===== config.mk =====
export PLATFORM = sky130hd
export DESIGN_NAME = alarm_bank
export DESIGN_NICKNAME = d
export VERILOG_FILES = /design/src/rtl/alarm_bank.sv
export SDC_FILE = /design/constraint.sdc
export NUM_CORES = 1
export LEC_CHECK = 0
export BUFFER_PORTS_ARGS = -buffer_cell sky130_fd_sc_hd__buf_2
export CORE_MARGIN = 10
export CORE_UTILIZATION = 40
export CTS_BUF_LIST = sky130_fd_sc_hd__clkbuf_4 sky130_fd_sc_hd__clkbuf_8 sky130_fd_sc_hd__clkbuf_16
export DETAILED_ROUTE_END_ITERATION = 6
export PLACE_DENSITY = 0.7
export SLEW_MARGIN = 20
export SYNTH_ARGS = -nofsm -noshare
export SYNTH_HDL_FRONTEND = slang
export SYNTH_SLANG_ARGS = --single-unit

===== constraint.sdc =====
create_clock -name clk -period 3.1 [get_ports clk]
set_input_delay 0.31 -clock clk [delete_from_list [all_inputs] [get_ports clk]]
set_output_delay 0.31 -clock clk [all_outputs]
set_load 0.05 [all_outputs]

===== src/rtl/alarm_bank.sv =====
// Multi-channel hour:minute alarm bank sharing one ringer with stop, snooze,
// auto-timeout and a pending queue for matches that arrive while the ringer is busy.
module alarm_bank #(
  parameter int N_ALARMS   = 4,
  parameter int HOURS      = 24,
  parameter int MINS       = 60,
  parameter int SNOOZE_MIN = 5,
  parameter int RING_TMO_S = 60,
  localparam int IDX_W     = (N_ALARMS > 1) ? $clog2(N_ALARMS) : 1,
  localparam int HOUR_W    = $clog2(HOURS),
  localparam int MIN_W     = $clog2(MINS)
) (
  input  logic                clk,
  input  logic                rst,
  input  logic                tick_1s,
  input  logic [HOUR_W-1:0]   cur_hour,
  input  logic [MIN_W-1:0]    cur_min,
  input  logic [MIN_W-1:0]    cur_sec,
  input  logic                wr_en,
  input  logic [IDX_W-1:0]    wr_idx,
  input  logic [HOUR_W-1:0]   wr_hour,
  input  logic [MIN_W-1:0]    wr_min,
  input  logic                wr_on,
  input  logic [IDX_W-1:0]    rd_idx,
  input  logic                ack_stop,
  input  logic                ack_snooze,
  output logic [HOUR_W-1:0]   rd_hour,
  output logic [MIN_W-1:0]    rd_min,
  output logic [N_ALARMS-1:0] armed,
  output logic                ring,
  output logic [IDX_W-1:0]    ring_idx,
  output logic                snoozing,
  output logic [1:0]          state_dbg
);

  localparam int TMR_W = $clog2(RING_TMO_S + 1);

  typedef enum logic [1:0] {
    S_IDLE    = 2'd0,
    S_RINGING = 2'd1,
    S_SNOOZED = 2'd2
  } state_t;

  state_t state, next_state;

  logic [HOUR_W-1:0]   alm_hour [N_ALARMS];
  logic [MIN_W-1:0]    alm_min  [N_ALARMS];
  logic [N_ALARMS-1:0] pending, pending_next, match;
  logic [IDX_W-1:0]    next_idx, grant_idx;
  logic                grant, snz_load, any_pend;
  logic                tick0, wr_ok, wr_off, cancel, snz_match, tmo;
  logic [HOUR_W-1:0]   snz_hour, snz_hour_calc;
  logic [MIN_W-1:0]    snz_min, snz_min_calc;
  logic [MIN_W:0]      min_sum;
  logic [TMR_W-1:0]    timer;

  // Alarms only fire on the tick that starts a new minute.
  assign tick0     = tick_1s && (cur_sec == '0);
  assign wr_ok     = wr_en && (32'(wr_idx) < N_ALARMS);
  assign wr_off    = wr_ok && !wr_on;
  assign cancel    = wr_off && (wr_idx == ring_idx);
  assign snz_match = tick0 && (snz_hour == cur_hour) && (snz_min == cur_min);
  assign tmo       = tick_1s && (timer == TMR_W'(RING_TMO_S - 1));
  assign any_pend  = |pending;
  assign state_dbg = state;

  always_comb begin
    match = '0;
    for (int k = 0; k < N_ALARMS; k++) begin
      match[k] = tick0 && armed[k] && (alm_hour[k] == cur_hour) && (alm_min[k] == cur_min);
    end
  end

  // Lowest pending index wins.
  always_comb begin
    grant_idx = '0;
    for (int k = N_ALARMS - 1; k >= 0; k--) begin
      if (pending[k]) grant_idx = IDX_W'(k);
    end
  end

  always_comb begin
    min_sum       = {1'b0, cur_min} + (MIN_W+1)'(SNOOZE_MIN);
    snz_min_calc  = min_sum[MIN_W-1:0];
    snz_hour_calc = cur_hour;
    if (min_sum >= (MIN_W+1)'(MINS)) begin
      snz_min_calc  = MIN_W'(min_sum - (MIN_W+1)'(MINS));
      snz_hour_calc = (cur_hour == HOUR_W'(HOURS - 1)) ? '0 : cur_hour + HOUR_W'(1);
    end
  end

  always_comb begin
    next_state = state;
    next_idx   = ring_idx;
    grant      = 1'b0;
    snz_load   = 1'b0;
    case (state)
      S_IDLE: begin
        if (any_pend) begin
          next_state = S_RINGING;
          next_idx   = grant_idx;
          grant      = 1'b1;
        end
      end
      S_RINGING: begin
        if (ack_stop || tmo || cancel) begin
          next_state = S_IDLE;
        end else if (ack_snooze) begin
          next_state = S_SNOOZED;
          snz_load   = 1'b1;
        end
      end
      S_SNOOZED: begin
        if (ack_stop || cancel) begin
          next_state = S_IDLE;
        end else if (snz_match) begin
          next_state = S_RINGING;
        end else if (any_pend) begin
          next_state = S_RINGING;
          next_idx   = grant_idx;
          grant      = 1'b1;
        end
      end
      default: next_state = S_IDLE;
    endcase
  end

  // A disabling write overrides any match landing on the same edge.
  always_comb begin
    pending_next = pending;
    if (grant) pending_next[next_idx] = 1'b0;
    for (int k = 0; k < N_ALARMS; k++) begin
      if (match[k] && !((state == S_RINGING) && (ring_idx == IDX_W'(k))))
        pending_next[k] = 1'b1;
    end
    if (wr_off) pending_next[wr_idx] = 1'b0;
  end

  always_ff @(posedge clk or negedge rst) begin
    if (!rst) begin
      state    <= S_IDLE;
      ring_idx <= '0;
      ring     <= 1'b0;
      snoozing <= 1'b0;
      pending  <= '0;
      armed    <= '0;
      timer    <= '0;
      snz_hour <= '0;
      snz_min  <= '0;
      for (int k = 0; k < N_ALARMS; k++) begin
        alm_hour[k] <= '0;
        alm_min[k]  <= '0;
      end
    end else begin
      state    <= next_state;
      ring_idx <= next_idx;
      ring     <= (next_state == S_RINGING);
      snoozing <= (next_state == S_SNOOZED);
      pending  <= pending_next;
      if (snz_load) begin
        snz_hour <= snz_hour_calc;
        snz_min  <= snz_min_calc;
      end
      if ((next_state == S_RINGING) && (state != S_RINGING))
        timer <= '0;
      else if ((state == S_RINGING) && tick_1s)
        timer <= timer + TMR_W'(1);
      if (wr_ok) begin
        alm_hour[wr_idx] <= wr_hour;
        alm_min[wr_idx]  <= wr_min;
        armed[wr_idx]    <= wr_on;
      end
    end
  end

  always_comb begin
    rd_hour = '0;
    rd_min  = '0;
    if (32'(rd_idx) < N_ALARMS) begin
      rd_hour = alm_hour[rd_idx];
      rd_min  = alm_min[rd_idx];
    end
  end

endmodule


# --- Word-level counts from Yosys, hierarchy flattened ---
# Index checks and enable logic that the tools add are counted.
# Widths: inputs -> output; s select.
word_totals:
  out_inout_bits: 21
  wordCells: 149
  in_bits: 39
  reg_bits: 75
op_classes:
  n_reduce_logical: 44
  n_mux: 49
  order_cmp: 8
  n_addsub: 4
  bitwise: 6
  eq_ne: 21
op_table:
  columns: ["operator", "n"]
  rows:
  - ["$mux 6", 6]
  - ["$logic_and 1x1->1", 31]
  - ["$eq 6x6->1", 5]
  - ["$eq 5x5->1", 5]
  - ["$mux 5", 5]
  - ["$bwmux 24", 1]
  - ["$mux 2", 12]
  - ["$bwmux 20", 1]
  - ["$bmux 6 s2", 1]
  - ["$demux 6 s2", 1]
  - ["$mux 1", 12]
  - ["$bmux 5 s2", 1]
  - ["$demux 5 s2", 1]
  - ["$and 4x4->4", 2]
  - ["$eq 2x2->1 const B", 4]
  - ["$mux 4", 2]
  - ["$not 4->4", 2]
  - ["$add 6x3->7 const B", 1]
  - ["$ge 7x6->1 const B", 1]
  - ["$add 6x1->6 const B", 1]
  - ["$eq 2x1->1 const B", 3]
  - ["$eq 6x6->1 const B", 1]
  - ["$ge 3x3->1 const B", 2]
  - ["$logic_not 6->1", 1]
  - ["19 further kinds", 30]

# --- Logic depth before layout (Yosys ltp) ---
# Gate-level depths: netlist (run 1).
depth:
  word_depth: 18
  mapped_depth: 10
  mapped_depth_nobuf: 9

# --- Least setup slack after synthesis (run 1) ---
# Ideal clock, no wire load.
synth_path:
  kind: "input port to flip-flop"
  startpoint: "input cur_min[0]"
  endpoint: "register snz_min[4]"
  setup_time_ns: 0.131
  path_stages: 10
  t_arrival_ns: 2.145
  required_time_ns: 2.969
  slack_ns: 0.823
  path_buffers: 1
  cell_sequence: "ha_1 -> buf_2 -> xnor2_1 -> ha_1 -> and2_0 -> a2111o_1 -> a22oi_4 -> nand2b_1 -> xnor2_1 -> o21ai_1"
synth_via:
  elab_chain_cells: 3
  elab_cells_between_ends: 4
  classes_between: "2 x add/sub; 1 x order compare; 1 x mux"
synth_rtl:
  columns: ["element", "line", "rtl"]
  rows:
  - ["start, declared", "17", "input logic [MIN_W-1:0] cur_min,"]
  - ["$add 6x3->7 (*)", "83", "min_sum = {1'b0, cur_min} + (MIN_W+1)'(SNOOZE_MIN);"]
  - ["$sub 6x6->6 / $ge 7x6->1 (equally long branches)", "87, 86", null]
  - ["$mux 6 (*)", "86", "if (min_sum >= (MIN_W+1)'(MINS)) begin"]
  - ["end signal, assigned", "162", "snz_min <= snz_min_calc;"]
  - ["end, declared", "53", "logic [MIN_W-1:0] snz_min, snz_min_calc;"]
# Every way passes the cells marked *; elsewhere a longest branch is shown, timed or not.
# A chain may end at the register's enable or synchronous reset.

# --- Final worst setup path (run 1) ---
# Same ends and word-level chain as after synthesis.

==> metrics, run 1 <==
CP arrival=approximately 2.6 ns; initial DRC count=approximately 190; power per cell area=578 nW/um^2; period utilization=0.752; Worst Hold Class=in -> async; # hold bufs at CTS=0; sum of negative setup slack=0 ns; Final #Nets=474; Post-synth EDFFs=0; Die Wd=between 100 and 150 um; Seq/Total Area, Yosys=0.433; crit path launch=cur_min[0]; final setup fails=0; post-CTS setup buffer count=0; Routed WL=between 10000 and 15000 um; CP Capture Type=register; final core occ=0.476; CTS clk-pin slew, worst paths=0.09 ns; crit path cell chain=buf_2 -> ha_1 -> xnor2_1 -> ha_1 -> and2_0 -> a2111o_1 -> a22oi_4 -> nand2b_1 -> xnor2_1 -> o21ai_1; critical path launch point type=input pin; Net Count, Synth=about 420; top cells by count, synth=dfrtp_1 (75), xnor2_1 (47), mux2_2 (46); CTS tree=yes; Yosys reg bits=75; count leader, synth=dfrtp_1; met2 Use GR=0.233; main area contributors after synthesis=dfrtp_1 (43%), mux2_2 (12%), xnor2_1 (9.5%), mux4_2 (5.7%), xor2_1 (4.2%); Final Hold Viols=0; vias in the first global route=3242; Syn Inst Count=380; worst reg2reg path endpoint=snz_min[1]$_DFFE_PN0P_; final RePlAce weighted congestion=~0.8; Slew @ Worst Pin=0.977 ns; CTS resizes=0; largest net degree at the start of global routing=76; Post-synth top flop=dfrtp_1; Max Slew Vio Count=0; placed cell area=4710 um^2; Highest Clock Rate=between 0.4 and 0.5 GHz; peak supply drop=301 uV; Clk pwr share=0.328; first-pass GRT wire length=between 15000 and 20000 um; antenna violations before repair=0; Sequential Power Share=0.427; share of cells above drive strength 1=0.338; Synth area leader=dfrtp_1; Vias=approximately 3.1k; # IOs=60; Logic pwr share=0.244; RSZ-0062 raised after global routing=false; WHS=roughly 0.08 ns; Worst Clk Skew=between 0.008 and 0.009 ns; number of H-tree levels=3; Final ANT Viol Nets=0; fin area=slightly below 5000 um^2; Crit-path slowest cell=a2111o_1; reg2reg path depth=5; Yosys warnings=0; die height=between 100 and 150 um; Overall Power=approximately 2.9 mW; post-synthesis cell area=4330 um^2; Crit Path Class=in -> reg; Skew-Pair Late Insertion Delay=around 0.36 ns; Critical Path RT=~3.3 ns; run status=finished, final reports clean; R2R Setup Slk=1.10 ns; routing usage on met1=0.188; diodes inserted=0; share of the synthesized area in the top cell type=0.433; Starting Density=0.416; root buffer cell=clkbuf_8; CTS Buf Count=9; HPWL after DPL=just over 8000 um; Layout area overhead=14.6%; leakage power=2.11 nW; # port buffers=59; Unique masters post-synth=50; wire per inst=19.1 um; CP peak stage delay=around 0.45 ns; Sink Count=75; num rows=37; CTS max path bufs=2; switch share=0.321; DRT Pass-1 Iters=5; Top Usage Layer GRT=met2; ys async rst share=1.00; die area=about 15000 um^2; post-layout min period=between 2 and 2.5 ns; vias per cell=about 5.4; Slew headroom=0.349; grt ovf=0; core footprint=about 10000 um^2; Max Cap Viol=0; Int Power=between 1.5 and 2 mW; sw power=around 920 uW; Crit Reg-Reg Startpoint=ring_idx[0]$_DFF_PN0_; met3 Use GR=0.0348; DR DRC count=0; GR Util All Layers=0.145; worst-path fanout max=12; syn avg cell area=11.4 um^2
==> layer usage <==
metal  up-vias  wire length [um]
li1       1461                 -
met1      1528              4740
met2        86              5290
met3        14               757
met4         0               140
met5         -                 0
==> cell type report <==
type / count / area [um^2]
fillers: 965 / 5460
multi-input cells: 277 / 2330
flip-flops and latches: 75 / 1880
repair buffers: 61 / 313
well taps: 136 / 170
clock inverters: 7 / 125
clock buffers: 9 / 124
inverters: 6 / 22.5
==> logic make-up after synthesis <==
family	Yosys count	synth area share
xor gates and xnor gates	68	0.138
muxes	62	0.188
AOI/OAI and AO/OA	49	0.0757
buffers and inverters	28	0.0298
and+or+nand+nor	93	0.121
adders and majority gates	5	0.0144
DFF	75	0.433
==> critical path, delay by kind of cell <==
family	cells	cell delay [ns]
fa+ha+maj	2	0.58
buf+inv	1	0.24
simple gates	2	0.37
xor+xnor	2	0.27
compound gates	3	0.80
==> power groups by stage <==
stage	Sequential [mW]	Clock (mW)	Combinational, mW
6_report	1.23	0.942	0.701
5_1_grt	1.25	0.993	0.754
4_1_cts	1.23	0.958	0.709
3_5_place_dp	1.25	0	0.705
3_3_place_gp	1.24	0	0.695
2_1_floorplan	1.24	0	0.507
==> layout by cell type (no fill, tap or decap), drive strengths merged, types with 2 or more instances in the layout <==
master and count:
mux4 11, a21oi 11, nor2 18, o21ai 20, nand4 12, xnor2 47, buf 61, mux2i 5
bufinv 3, clkinv 3, clkbuf 9, ha 5, nand2 27, nand3 4, dfrtp 75, o22ai 2
nor4 10, mux2 46, and2 2, nand3b 3, nor3 3, o41ai 4, inv 7, nor3b 3
or2 3, a31oi 2, xor2 21
==> registers in the layout (all words and copies together), names as in the netlist <==
name       cells
alm_min       24
timer          6
armed          4
alm_hour      20
snz_hour       5
snoozing       1
state_dbg      2
snz_min        6
ring_idx       2
pending        4
ring           1
==> stage by stage <==
stage                     instances  worst slack (ns)
after CTS                       571             0.771
after detailed placement        555             0.381
after floorplan                 380             0.823
after global routing            571             0.585
final                           571             0.768
after global placement          555             0.471
==> worst max path at each step <==
| stage | slack, ns | cells after the start | endpoint |
|---|---|---|---|
| 2_1_floorplan | 0.82 | 10 | snz_min[4]$_DFFE_PN0P_ |
| 3_3_place_gp | 0.47 | 10 | snz_min[4]$_DFFE_PN0P_ |
| 3_5_place_dp | 0.38 | 10 | snz_min[4]$_DFFE_PN0P_ |
| 4_1_cts | 0.77 | 10 | snz_min[4]$_DFFE_PN0P_ |
| 5_1_grt | 0.59 | 10 | snz_hour[2]$_DFFE_PN0P_ |
| 6_report | 0.77 | 10 | snz_min[4]$_DFFE_PN0P_ |
Note: power is estimated with default switching activity, not from simulation.
==> run 2: changes to the inputs <==
Settings changed: ABC_AREA set to 1, PLACE_DENSITY 0.7 to 0.72.
Clock period 3.1 ns to 2 ns, I/O delays scaled along.
==> metrics, run 2 <==
CTS Buf Count=9; root buffer cell=clkbuf_16; most common cell after layout, fill and taps aside=nand2_1; share of cells above drive strength 1=0.225; register area=around 1900 um^2; share of the synthesized area in the top cell type=0.413; Regs by FF count=alm_min (24), alm_hour (20); largest net degree at the start of global routing=40; crit path cell chain=inv_2 -> nand2_1 -> nand3b_1 -> nor3_2 -> nor2_2 -> nand2_2 -> nand2_1 -> nand3_2 -> nand2_2 -> nor2_1 -> nand2_1 -> nand2_1 -> a21oi_1; Worst Clk Skew=slightly below 0.007 ns; sw power=2.13 mW; number of H-tree levels=3; max reg flops=24; RSZ-0062 raised after global routing=false; Logic pwr share=0.293; critical path launch point type=register; Vias=roughly 4.1k; count leader, synth=nand2_1; Post-synth top flop=dfrtp_1; first-pass GRT wire length=approximately 20000 um; Sink Count=75; HPWL after DPL=roughly 9500 um; Post-synth EDFFs=0; crit path launch=ring_idx[1]$_DFF_PN0_; ys async rst share=1.00; die area=approximately 16000 um^2; # IOs=60; Critical Path RT=2.21 ns; Die Wd=roughly 130 um; syn avg cell area=just under 8 um^2; hold path startpoint=wr_hour[2]; antenna violations before repair=0; Clk pwr share=0.350; Final ANT Viol Nets=0; Final Hold Viols=0; die height=about 130 um; wire per inst=~16 um; worst-path fanout max=6; CP peak stage delay=between 0.4 and 0.5 ns; core footprint=around 11000 um^2; final setup fails=0; post-route setup slack=slightly below 0.2 ns; Yosys warnings=0; Max Slew Vio Count=0; sum of negative setup slack=0 ns; Layout area overhead=19.3%; # port buffers=59; Sequential Power Share=0.357; CTS tree=yes; Biggest register=alm_min; main area contributors after synthesis=dfrtp_1 (41%), nand2_1 (10%), o21ai_0 (8.2%), nor2_1 (4.6%), xor2_1 (4.2%); Routed WL=around 13000 um; vias in the first global route=roughly 4k; Seq/Total Area, Yosys=0.413; Net Count, Synth=around 620; Slew headroom=0.658; GR Util All Layers=0.156; post-synthesis cell area=4540 um^2; Crit Reg-Reg Startpoint=ring_idx[1]$_DFF_PN0_; Syn Inst Count=577; pre-CTS setup slack=~0.063 ns; most frequent cells in the layout=nand2_1 (126), dfrtp_1 (75), o21ai_0 (74); multi-input combinational cell area=about 2300 um^2; filler instances=1033; CTS clk-pin slew, worst paths=approximately 0.060 ns; diodes inserted=0; run status=finished, final reports clean; Synth area leader=dfrtp_1; Max Cap Viol=0; Buf/Inv on CP=1; Crit Path Class=reg -> reg; Highest Clock Rate=between 0.5 and 0.6 GHz; period utilization=0.901; Final #Nets=between 600 and 700; DRT Pass-1 Iters=5; peak supply drop=~460 uV; CTS max path bufs=2; most used cell along the critical path=nand2_1; Int Power=just under 4 mW; leakage power=approximately 2.6 nW; post-layout min period=~1.8 ns; switch share=0.352; final RePlAce weighted congestion=0.917; Worst Hold Class=in -> reg; Slew @ Worst Pin=~0.51 ns; CP arrival=between 2 and 2.5 ns; num rows=38; top cells by count, synth=nand2_1 (126), dfrtp_1 (75), o21ai_0 (74); Crit-path slowest cell=dfrtp_1; Starting Density=0.413; grt ovf=0; Unique masters post-synth=44; vias per cell=roughly 5.3; Skew-Pair Late Insertion Delay=between 0.3 and 0.4 ns; power per cell area=around 1100 nW/um^2; Yosys reg bits=75; CP delay by family, top=simple AND/OR/NAND/NOR gates; CP Capture Type=register; initial DRC count=300; DR DRC count=0
## run 2: cell count changes in the layout (fill, tap and decap cells not counted), moves of 9 or more
cell,previous run,this run
buf_4,3,15
clkbuf_16,0,9
clkbuf_8,9,0
inv_1,6,42
inv_2,0,12
mux2_2,46,0
mux4_2,11,0
nand2_1,27,126
nand2_2,0,9
nand3_1,4,20
nor2_1,18,56
o21ai_0,14,74
o22ai_1,2,15
xnor2_1,47,15
## run 2: timing repair
| item | CTS | global route |
|---|---|---|
| resized for setup | 0 | 1 |
| setup buffers | 0 | 0 |
| endpoints found under the setup margin | 0 | 1 |
| endpoints found under the hold margin | 36 | 0 |
| hold buffers | 1 | 0 |
## run 2: per-layer routing
metal / share of wire / vias up / global-route usage
li1: - / 2037 / -
met1: 0.46 / 1911 / 0.202
met2: 0.45 / 153 / 0.243
met3: 0.066 / 33 / 0.0375
met4: 0.026 / 0 / 0.0650
met5: 0 / - / 0
## run 2: layout make-up
cell class | instances | share of cell area
Clock buffer | 9 | 0.0416
Clock inverter | 7 | 0.0303
Inverter | 56 | 0.0393
Multi-Input combinational cell | 422 | 0.426
Sequential cell | 75 | 0.347
Tap cell | 140 | 0.0323
Timing Repair Buffer | 76 | 0.0836
## run 2: per-stage QoR
step                 util  power, mW  hold WS (ns)  instances  area (um^2)
floorplan               -       3.45       -0.0956        577         4540
global placement    0.456       3.89         0.202        768         5010
detailed placement  0.456       3.94         0.206        768         5010
CTS                 0.493       6.08         0.164        785         5410
global route        0.493       6.40         0.191        785         5420
finish              0.493       6.06         0.168        785         5420
## run 2: path summary, 6_finish.rpt
kind	cells past startpoint	to	slack [ns]
setup / recovery	13	pending[1]$_DFF_PN0_	0.20
setup reg to reg	13	pending[1]$_DFF_PN0_	0.20
min in group asynchronous	2	alm_hour[12]$_DFFE_PN0P_	0.38
max in group asynchronous	3	snz_min[1]$_DFFE_PN0P_	1.04
hold / removal	3	alm_hour[17]$_DFFE_PN0P_	0.17
hold reg to reg	2	snz_min[1]$_DFFE_PN0P_	0.52
## run 2: cell families after synthesis
family,share of synthesized area
AOI/OAI and AO/OA,0.166
xor gates and xnor gates,0.0810
adders and majority gates,0.0138
buffers and inverters,0.0791
DFF,0.413
and+or+nand+nor,0.247
## run 2: power groups by stage
stage          clock network (mW)  registers, mW  logic, mW
2_1_floorplan                   0           2.27       1.18
3_3_place_gp                    0           2.17       1.72
3_5_place_dp                    0           2.18       1.77
4_1_cts                      2.15           2.15       1.78
5_1_grt                      2.21           2.20       1.99
6_report                     2.12           2.16       1.77
## run 2: worst reg2reg max path, delay by kind of cell (launching register included)
kind | cells | cell delay [ns]
simple gates | 11 | 0.99
flops | 1 | 0.49
compound gates | 1 | 0.05
buf+inv | 1 | 0.12
==> run 3: changes to the inputs <==
Settings changed: PLACE_DENSITY 0.72 to not set, PLACE_DENSITY_LB_ADDON set to 0.25.
==> metrics, run 3 (same netlist as run 2, synthesis figures left out) <==
critical path launch point type=register; fin cells=just under 800; first-pass GRT wire length=roughly 21000 um; WHS=0.176 ns; largest net degree at the start of global routing=39; Overall Power=between 5 and 6 mW; multi-input combinational cell area=between 2000 and 2500 um^2; Crit-path slowest cell=dfrtp_1; final RePlAce weighted congestion=about 0.93; Final Hold Viols=0; Sink Count=75; die height=roughly 130 um; Layout area overhead=17.6%; grt ovf=0; post-layout min period=1.81 ns; placed cells=770; period utilization=0.906; die area=around 16000 um^2; initial DRC count=300; root buffer cell=clkbuf_16; worst-path fanout max=17; share of cells above drive strength 1=0.226; CTS tree=yes; post-CTS setup buffer count=0; worst reg2reg path endpoint=snz_min[3]$_DFFE_PN0P_; Crit Path Class=reg -> reg; Worst Clk Skew=0.00764 ns; CP peak stage delay=0.40 ns; max reg flops=24; DRT Pass-1 Iters=5; Final #Nets=~700; RSZ-0062 raised after global routing=false; Final ANT Viol Nets=0; final setup fails=0; Buf/Inv on CP=1; Slew @ Worst Pin=between 0.5 and 0.6 ns; most used cell along the critical path=a21oi_1; CP Capture Type=register; vias per cell=5.28; vias in the first global route=around 4.2k; Highest Clock Rate=roughly 0.55 GHz; Levels on crit path=9; # IOs=60; leakage power=approximately 2.5 nW; core footprint=11000 um^2; wire per inst=16.0 um; antenna violations before repair=0; Crit Reg-Reg Startpoint=timer[0]$_DFFE_PN0P_; Max Slew Vio Count=0; post-route setup slack=about 0.19 ns; crit path launch=timer[0]$_DFFE_PN0P_; crit path to=snz_min[3]$_DFFE_PN0P_; filler instances=between 1k and 1.5k; pre-CTS setup slack=-0.0104 ns; num rows=38; Regs by FF count=alm_min (24), alm_hour (20); Worst Hold Class=in -> reg; CTS max path bufs=2; reg2reg path depth=9; register area=between 1500 and 2000 um^2; Die Wd=around 130 um; Critical Path RT=2.22 ns; Max Cap Viol=0; Vias=around 4.1k; run status=finished, final reports clean; CTS clk-pin slew, worst paths=roughly 0.060 ns; peak supply drop=between 700 and 800 uV; HPWL after DPL=9740 um; Starting Density=0.413; diodes inserted=0; # port buffers=between 50 and 60; GR Util All Layers=0.161; Routed WL=12600 um; CP delay by family, top=simple AND/OR/NAND/NOR gates; number of H-tree levels=3; Skew-Pair Late Insertion Delay=0.34 ns; CTS Buf Count=9; sum of negative setup slack=0 ns; Slew headroom=0.620; # hold bufs at CTS=1; DR DRC count=0; CTS resizes=0; crit path cell chain=ha_1 -> nand2_1 -> nor4_1 -> nor3_2 -> nand3_2 -> inv_2 -> o21ai_0 -> a21oi_1 -> a21oi_1; most frequent cells in the layout=nand2_1 (126), dfrtp_1 (75), o21ai_0 (74); most common cell after layout, fill and taps aside=nand2_1; power per cell area=about 1100 nW/um^2; CP arrival=between 2 and 2.5 ns; Biggest register=alm_min; R2R Setup Slk=around 0.19 ns
-- run 3: final cells by class --
cell class / instances / share of cell area
sequential: 75 / 0.352
tap: 140 / 0.0328
clock buffer: 13 / 0.0502
timing repair buffer: 78 / 0.0876
multi-input combinational: 422 / 0.431
clock inverter: 2 / 0.00656
inverter: 56 / 0.0398
-- run 3: how the worst min path moves through the flow --
| stage | start | to | slack, ns | depth (start not counted) |
|---|---|---|---|---|
| floorplan | rst | alm_hour[0]$_DFFE_PN0P_ | -0.1 | 0 |
| global placement | rst | snz_hour[0]$_DFFE_PN0P_ | 0.22 | 1 |
| detailed placement | rst | snz_hour[0]$_DFFE_PN0P_ | 0.21 | 1 |
| CTS | wr_min[4] | alm_min[22]$_DFFE_PN0P_ | 0.17 | 3 |
| global route | wr_min[4] | alm_min[22]$_DFFE_PN0P_ | 0.18 | 3 |
| finish | wr_hour[3] | alm_hour[3]$_DFFE_PN0P_ | 0.18 | 3 |
-- run 3: power by group --
part           internal (mW)  switching, mW  leakage, nW  total, mW
Clock                   1.05          0.596        0.153       1.65
Sequential              1.85          0.306        0.943       2.15
Combinational          0.624           1.19         1.45       1.81
-- run 3: worst min-delay path: cells and delay by family --
family,cells,cell delay (ns)
AOI/OAI and AO/OA,1,0.15
buffers and inverters,2,0.13
-- run 3: through the flow --
step | util | cell area (um^2)
finish | 0.486 | 5340
floorplan | - | 4540
global placement | 0.458 | 5030
CTS | 0.486 | 5340
detailed placement | 0.458 | 5030
global route | 0.486 | 5340
-- run 3: routing by layer --
layer | GRT usage | routed length, um | vias up
met5 | 0 | 0 | -
met4 | 0.0636 | 294 | 0
met3 | 0.0392 | 668 | 18
met2 | 0.252 | 5810 | 122
met1 | 0.210 | 5830 | 1975
li1 | - | - | 2033
